==> src/rtl/line_window_pkg.sv <==
// rtl/line_window_pkg.sv - shared constants and helpers for the 3-row binary line window
package line_window_pkg;
  localparam int NI_L1  = 28;
  localparam int NI_L2  = 12;
  localparam int K      = 3;
  localparam int MAX_NI = 28;
  localparam int CNT_W  = 5;

  typedef logic [CNT_W-1:0] cnt_t;

  function automatic cnt_t ni_of(input logic layer_sel);
    return layer_sel ? cnt_t'(NI_L2) : cnt_t'(NI_L1);
  endfunction
endpackage

==> src/rtl/bit_line_buf.sv <==
// rtl/bit_line_buf.sv - 1-bit shift-register delay line with runtime tap select
module bit_line_buf
  import line_window_pkg::*;
#(
  parameter int DEPTH = MAX_NI
) (
  input  logic clk,
  input  logic rstn,
  input  logic en,
  input  logic din,
  input  cnt_t tap_sel,
  output logic dout
);
  logic [DEPTH-1:0] sr_q, sr_d;

  always_comb begin
    sr_d = sr_q;
    if (en) sr_d = {sr_q[DEPTH-2:0], din};
  end

  always_ff @(posedge clk or negedge rstn) begin
    if (!rstn) sr_q <= '0;
    else       sr_q <= sr_d;
  end

  // tap_sel = Ni-1 yields the pixel pushed exactly Ni accepts ago
  assign dout = sr_q[tap_sel];
endmodule

==> src/rtl/line_window.sv <==
// rtl/line_window.sv - streams a K=3 row window column per accepted pixel for 28x28 or 12x12 frames
module line_window #(
  parameter int K      = line_window_pkg::K,
  parameter int MAX_NI = line_window_pkg::MAX_NI
) (
  input  logic         clk,
  input  logic         rstn,
  input  logic         din_valid,
  input  logic         din,
  input  logic         state,
  output logic [K-1:0] taps,
  output logic         taps_valid,
  output logic         conv_start,
  output logic         frame_done
);
  import line_window_pkg::*;

  cnt_t         col_q, col_d, row_q, row_d, ni_q, ni_d;
  logic [K-1:0] taps_q, taps_d;
  logic         tv_q, tv_d, cs_q, cs_d, fd_q, fd_d;
  logic         first_px, last_col, last_px, buf_a_out, buf_b_out;
  cnt_t         ni_cur, tap_sel;

  always_comb begin
    first_px = (row_q == '0) && (col_q == '0);
    ni_cur   = first_px ? ni_of(state) : ni_q;
    tap_sel  = ni_cur - cnt_t'(1);
    last_col = (col_q == tap_sel);
    last_px  = last_col && (row_q == tap_sel);

    col_d  = col_q;
    row_d  = row_q;
    ni_d   = ni_q;
    taps_d = taps_q;
    tv_d   = 1'b0;
    fd_d   = 1'b0;
    cs_d   = cs_q;
    if (din_valid) begin
      ni_d   = ni_cur;
      taps_d = {buf_b_out, buf_a_out, din};
      tv_d   = (row_q >= cnt_t'(2));
      fd_d   = last_px;
      col_d  = last_col ? '0 : col_q + cnt_t'(1);
      if (last_col) row_d = last_px ? '0 : row_q + cnt_t'(1);
      if (first_px) cs_d = 1'b1;
    end else if (fd_q) begin
      // a pixel arriving on the frame_done cycle keeps conv_start high
      cs_d = 1'b0;
    end
  end

  always_ff @(posedge clk or negedge rstn) begin
    if (!rstn) begin
      col_q  <= '0;
      row_q  <= '0;
      ni_q   <= cnt_t'(NI_L1);
      taps_q <= '0;
      tv_q   <= 1'b0;
      cs_q   <= 1'b0;
      fd_q   <= 1'b0;
    end else begin
      col_q  <= col_d;
      row_q  <= row_d;
      ni_q   <= ni_d;
      taps_q <= taps_d;
      tv_q   <= tv_d;
      cs_q   <= cs_d;
      fd_q   <= fd_d;
    end
  end

  bit_line_buf #(.DEPTH(MAX_NI)) u_buf_a (
    .clk(clk), .rstn(rstn), .en(din_valid), .din(din), .tap_sel(tap_sel), .dout(buf_a_out)
  );

  bit_line_buf #(.DEPTH(MAX_NI)) u_buf_b (
    .clk(clk), .rstn(rstn), .en(din_valid), .din(buf_a_out), .tap_sel(tap_sel), .dout(buf_b_out)
  );

  assign taps       = taps_q;
  assign taps_valid = tv_q;
  assign conv_start = cs_q;
  assign frame_done = fd_q;
endmodule
==> config.mk <==
export PLATFORM = sky130hd
export DESIGN_NAME = line_window
export DESIGN_NICKNAME = d
export VERILOG_FILES = /design/src/rtl/line_window_pkg.sv /design/src/rtl/bit_line_buf.sv /design/src/rtl/line_window.sv
export SDC_FILE = /design/constraint.sdc
export NUM_CORES = 1
export LEC_CHECK = 0
export CORE_MARGIN = 5
export CORE_UTILIZATION = 52
export DETAILED_ROUTE_END_ITERATION = 16
export HOLD_SLACK_MARGIN = 0.12
export PLACE_DENSITY = 0.67
export SYNTH_ARGS = -nofsm -noshare
export SYNTH_HDL_FRONTEND = slang
export SYNTH_SLANG_ARGS = --single-unit
==> constraint.sdc <==
create_clock -name clk -period 3.92 [get_ports clk]
set_clock_uncertainty 0.1 [all_clocks]
set_input_delay 0.98 -clock clk [delete_from_list [all_inputs] [get_ports clk]]
set_output_delay 0.98 -clock clk [all_outputs]
set_load 0.1 [all_outputs]
# After elaboration in Yosys (flattened, before gate mapping)
# Cells that the tools add are included.
# word_totals
regBits	77
input_bits	5
out_inout_bits	6
word_cells	37
# classes
add_sub_neg	3
order_cmp	2
eq_ne	3
mux	13
reduce_logical	7
# ops
operator	count
two-way mux 5 bit	4
adder 5 x 1 -> 5 bit, second input constant	2
binary-select mux 1 bit (select 5 bit)	2
== test 5 bit	2
zero test 5 bit	2
two-way mux 1 bit	7
< comparator 5 x 6 -> 1 bit, second input constant	1
greater-or-equal comparator 5 x 2 -> 1 bit, second input constant	1
subtractor 5 x 1 -> 5 bit, second input constant	1
AND reduction 2 bit	2
logical AND 1 bit	2
inequality test 2 x 1 -> 1 bit, second input constant	1
nonzero test 2 bit	1

# Longest topological paths before layout
# logic_depth
ltp_word	7
depth_mapped	16
mapped_depth_nobuf	13

# Cells and area by module
# Synthesis repeated with hierarchy kept, for this count alone.
# hier_totals
hier_cells	305
hier_area_um2	4001.3
# modules_own_cells
mod	instances	cells_each	area_each_um2	seq_area_each_um2
bit_line_buf	2	84	1323.8	700.7
line_window	1	137	1353.8	529.3

# Worst setup path after synthesis
# Ideal clock, no wire load.
# synth_path
path_type	register to register
startpoint	register col_q[0]
endpoint	register row_q[2]
setup_ns	0.129
t_arrival_ns	3.118
required_time_ns	3.691
path_slack_ns	0.573
path_stages_with_launch	17
n_path_buf	3
synth_period_minus_slack_ns	3.347
path_cell_list	dfrtp_1 > inv_1 > ha_1 > nor4bb_4 > a21oi_4 > buf_6 > inv_1 > ha_1 > buf_6 > nor3b_1 > xnor2_1 > mux2_2 > o21a_1 > and4_1 > buf_2 > nand2_2 > o221ai_2
# synth_between
elab_chain_cells	7
word_cells_on_any_way	9
cone_classes	add/sub: 1; eq/ne: 2; mux: 2; reduce/logical: 4
# synth_lines
item	line_no	text
start, declared	line_window.sv:18	cnt_t col_q, col_d, row_q, row_d, ni_q, ni_d;
start signal, assigned	line_window.sv:62	col_q <= col_d;
zero test 5 bit	line_window.sv:25	first_px = (row_q == '0) && (col_q == '0);
logical AND 1 bit	line_window.sv:25	
two-way mux 5 bit	line_window.sv:26	ni_cur = first_px ? ni_of(state) : ni_q;
subtractor 5 x 1 -> 5 bit	line_window.sv:27	tap_sel = ni_cur - cnt_t'(1);
== test 5 bit, on equally long branches	line_window.sv:28, line_window.sv:29	
logical AND 1 bit	line_window.sv:29	last_px = last_col && (row_q == tap_sel);
two-way mux 5 bit	line_window.sv:44	if (last_col) row_d = last_px ? '0 : row_q + cnt_t'(1);
end signal, assigned	line_window.sv:63	row_q <= row_d;
end, declared	line_window.sv:18	
# Several ways; a longest one is shown, not always the timed one.
# A chain may end at the register's enable or synchronous reset.

# Worst setup path after layout
# Same ends and word-level chain as after synthesis.

==> flow_summary.json <==
{
  "num_vias": 2269,
  "crit_required_ps": 4080,
  "synthCells": 288,
  "arrival_ps": 3630,
  "worst_pin_slew_ps": 968.2,
  "synth-edff-count": 0,
  "grt_setup_unrepaired": "false",
  "die_h_um": 96.34,
  "slew_violations": 0,
  "postCtsHoldBufs": 0,
  "p_leak_nw": 1.792,
  "overflow": 0,
  "synthArstFlopShare": 1.000,
  "cts_root_buf": "clkbuf_8",
  "hpwl_um": 4290,
  "slew_headroom": 0.3525,
  "drt-total-wl_um": 6586,
  "cpPeakStageDelay_ps": 450,
  "start_util": 0.5344,
  "cts_max_level": 3,
  "drt_iter0_drc": 80,
  "worst_setup_path_end_kind": "flip-flop",
  "cts_tree": "done",
  "drt_first_pass_iters": 4,
  "fin_cells": 397,
  "fin_setup_tns_ps": 0,
  "die_x_um": 96.34,
  "drc_errors": 0,
  "setup_viol": 0,
  "insertion_delay_ps": 340,
  "period_share": 0.8853,
  "crit_buf_inv": 1,
  "synth_top_cell_by_area": "dfrtp_1",
  "synthesis.area_um2": 3876,
  "num_rows": 31,
  "vdd_drop_max_mv": 0.3242,
  "ctsResizeCount": 0,
  "core_um2": 7253,
  "final_nets": 304,
  "crit_path_start_kind": "flip-flop",
  "powerDensity_nw_per_um2": 631.2,
  "crit_type": "flip-flop to flip-flop",
  "cts.clk_slew.worst_paths_ps": 80,
  "crit_path_max_fanout": 9,
  "synth_warnings": 0,
  "crit_path_top_delay_cell": "nor4bb_4",
  "viasPerCell": 5.715,
  "synth_area_leaders": "dfrtp_1, mux2_2, mux4_1",
  "grt_pass1_vias": 2310,
  "numCtsBuffers": 9,
  "cts.sinks": 75,
  "ant_nets": 0,
  "cts_setup_buffers": 0,
  "grt_pass1_wl_um": 11380,
  "globalplace.congestion": 0.8098,
  "avgSynthCellArea_um2": 13.46,
  "path_cells": "inv_1 > ha_1 > nor4bb_4 > nand2_1 > nand2_1 > ha_1 > nor3b_1 > xnor2_1 > mux2_2 > o21a_1 > and4_1 > nand2_2 > o221ai_2",
  "finalHoldViolations": 0,
  "io_pins": 11,
  "io_buffers": 10,
  "status": "completed",
  "num_antenna_cells": 0,
  "clock_path_buffers": 2,
  "dieArea_um2": 9281,
  "dpl.cell_count": 381,
  "synthesis.nets": 299,
  "synthDistinctLibCells": 47,
  "drv_cap": 0,
  "area_growth_pct": 7.424,
  "synth_seq_cells": 75,
  "min_period_ps": 3470,
  "antenna_found_initial": 0,
  "synthFlopType": "dfrtp_1",
  "layout_common_cells": "dfrtp_1, mux2_2, nand3_1",
  "grt.total_usage": 0.1624,
  "critPathTopFamily": "simple AND/OR/NAND/NOR gates",
  "layout_commonest_cell": "dfrtp_1",
  "max_freq_mhz": 288.1,
  "routedWlPerCell_um": 16.59,
  "synth.top_cell.area_share": 0.4648,
  "hp-class": "flip-flop to flip-flop",
  "grt_max_degree": 76,
  "layout-drive-gt1-share": 0.3054,
  "synth-seq-area-share": 0.4852
}
cells in the mapped netlist, types with 3 or more instances:
cell type,number
a21oi_1,3
buf_4,5
buf_6,5
clkbuf_1,6
dfrtp_1,72
dfstp_2,3
ha_1,6
inv_1,9
mux2_2,56
mux2i_1,5
mux4_1,13
nand2_1,15
nand3_1,19
nand4_1,7
nor2_1,8
nor3_1,3
o211a_1,4
o21ai_0,7
xnor2_1,7
xor2_1,4
state kept, by name, summed over array words and instances (netlist names):
name and count:
col_q 5, taps_valid 1, u_buf_b.sr_q 27, u_buf_a.sr_q 27, row_q 5, ni_q 5
frame_done 1, taps 3, conv_start 1
where the power goes:
part	switching, mW	total [mW]	internal [mW]
Combinational	0.325	0.779	0.454
Clock	0.298	0.534	0.236
Sequential	0.239	1.31	1.08
per-layer routing:
metal  vias to the layer above  GRT usage  part of all wire
met4                         0    0.04556             0.014
met1                      1173     0.2137              0.47
met3                        12    0.05395             0.029
met5                         -          0                 0
met2                        17     0.2576              0.49
li1                       1067          -                 -
stage by stage:
step | setup WS [ps] | instance area (um^2) | power [mW] | hold WS [ps] | util
floorplan | 573.1 | 3876 | 1.924 | 373.0 | -
global placement | 630.7 | 3986 | 2.087 | 353.8 | 0.5496
detailed placement | 462.8 | 3986 | 2.118 | 374.2 | 0.5496
CTS | 469.7 | 4164 | 2.662 | 379.4 | 0.5741
global route | 198.2 | 4164 | 2.813 | 411.4 | 0.5741
finish | 449.5 | 4164 | 2.628 | 374.8 | 0.5741
path summary, 6_finish.rpt:
kind                       cells past startpoint                     end                 start  slack (ps)
min in group asynchronous                      1     ni_q[0]$_DFFE_PN0P_                  rstn         660
setup / recovery                              13    row_q[2]$_DFFE_PN0P_  col_q[0]$_DFFE_PN0P_         450
max in group asynchronous                      1    row_q[2]$_DFFE_PN0P_                  rstn        2440
setup reg to reg                              13    row_q[2]$_DFFE_PN0P_  col_q[0]$_DFFE_PN0P_         450
hold reg to reg                                1  conv_start$_DFFE_PN0P_  frame_done$_DFF_PN0_         370
hold / removal                                 1  conv_start$_DFFE_PN0P_  frame_done$_DFF_PN0_         370
final cells by class:
type	count	area, um^2
clock buffers	10	127.6
well taps	99	123.9
multi-input cells	184	1813
inverters	9	33.78
fillers	618	3089
repair buffers	14	135.1
clock inverters	6	50.05
flip-flops and latches	75	1881
kinds of logic (layout without fill, tap and decap cells):
logic type               count (synthesis)  count (layout)  share of synthesized area
AND/OR/NAND/NOR                         67              67                     0.1004
flip-flops                              75              75                     0.4852
AO/OA/AOI/OAI                           24              24                    0.04648
buffers and inverters                   29              39                    0.04712
XOR/XNOR                                12              12                    0.03196
adder cells (fa/ha/maj)                  6               6                    0.01937
multiplexers                            75              75                     0.2695
(Power assumes the default switching activity.)
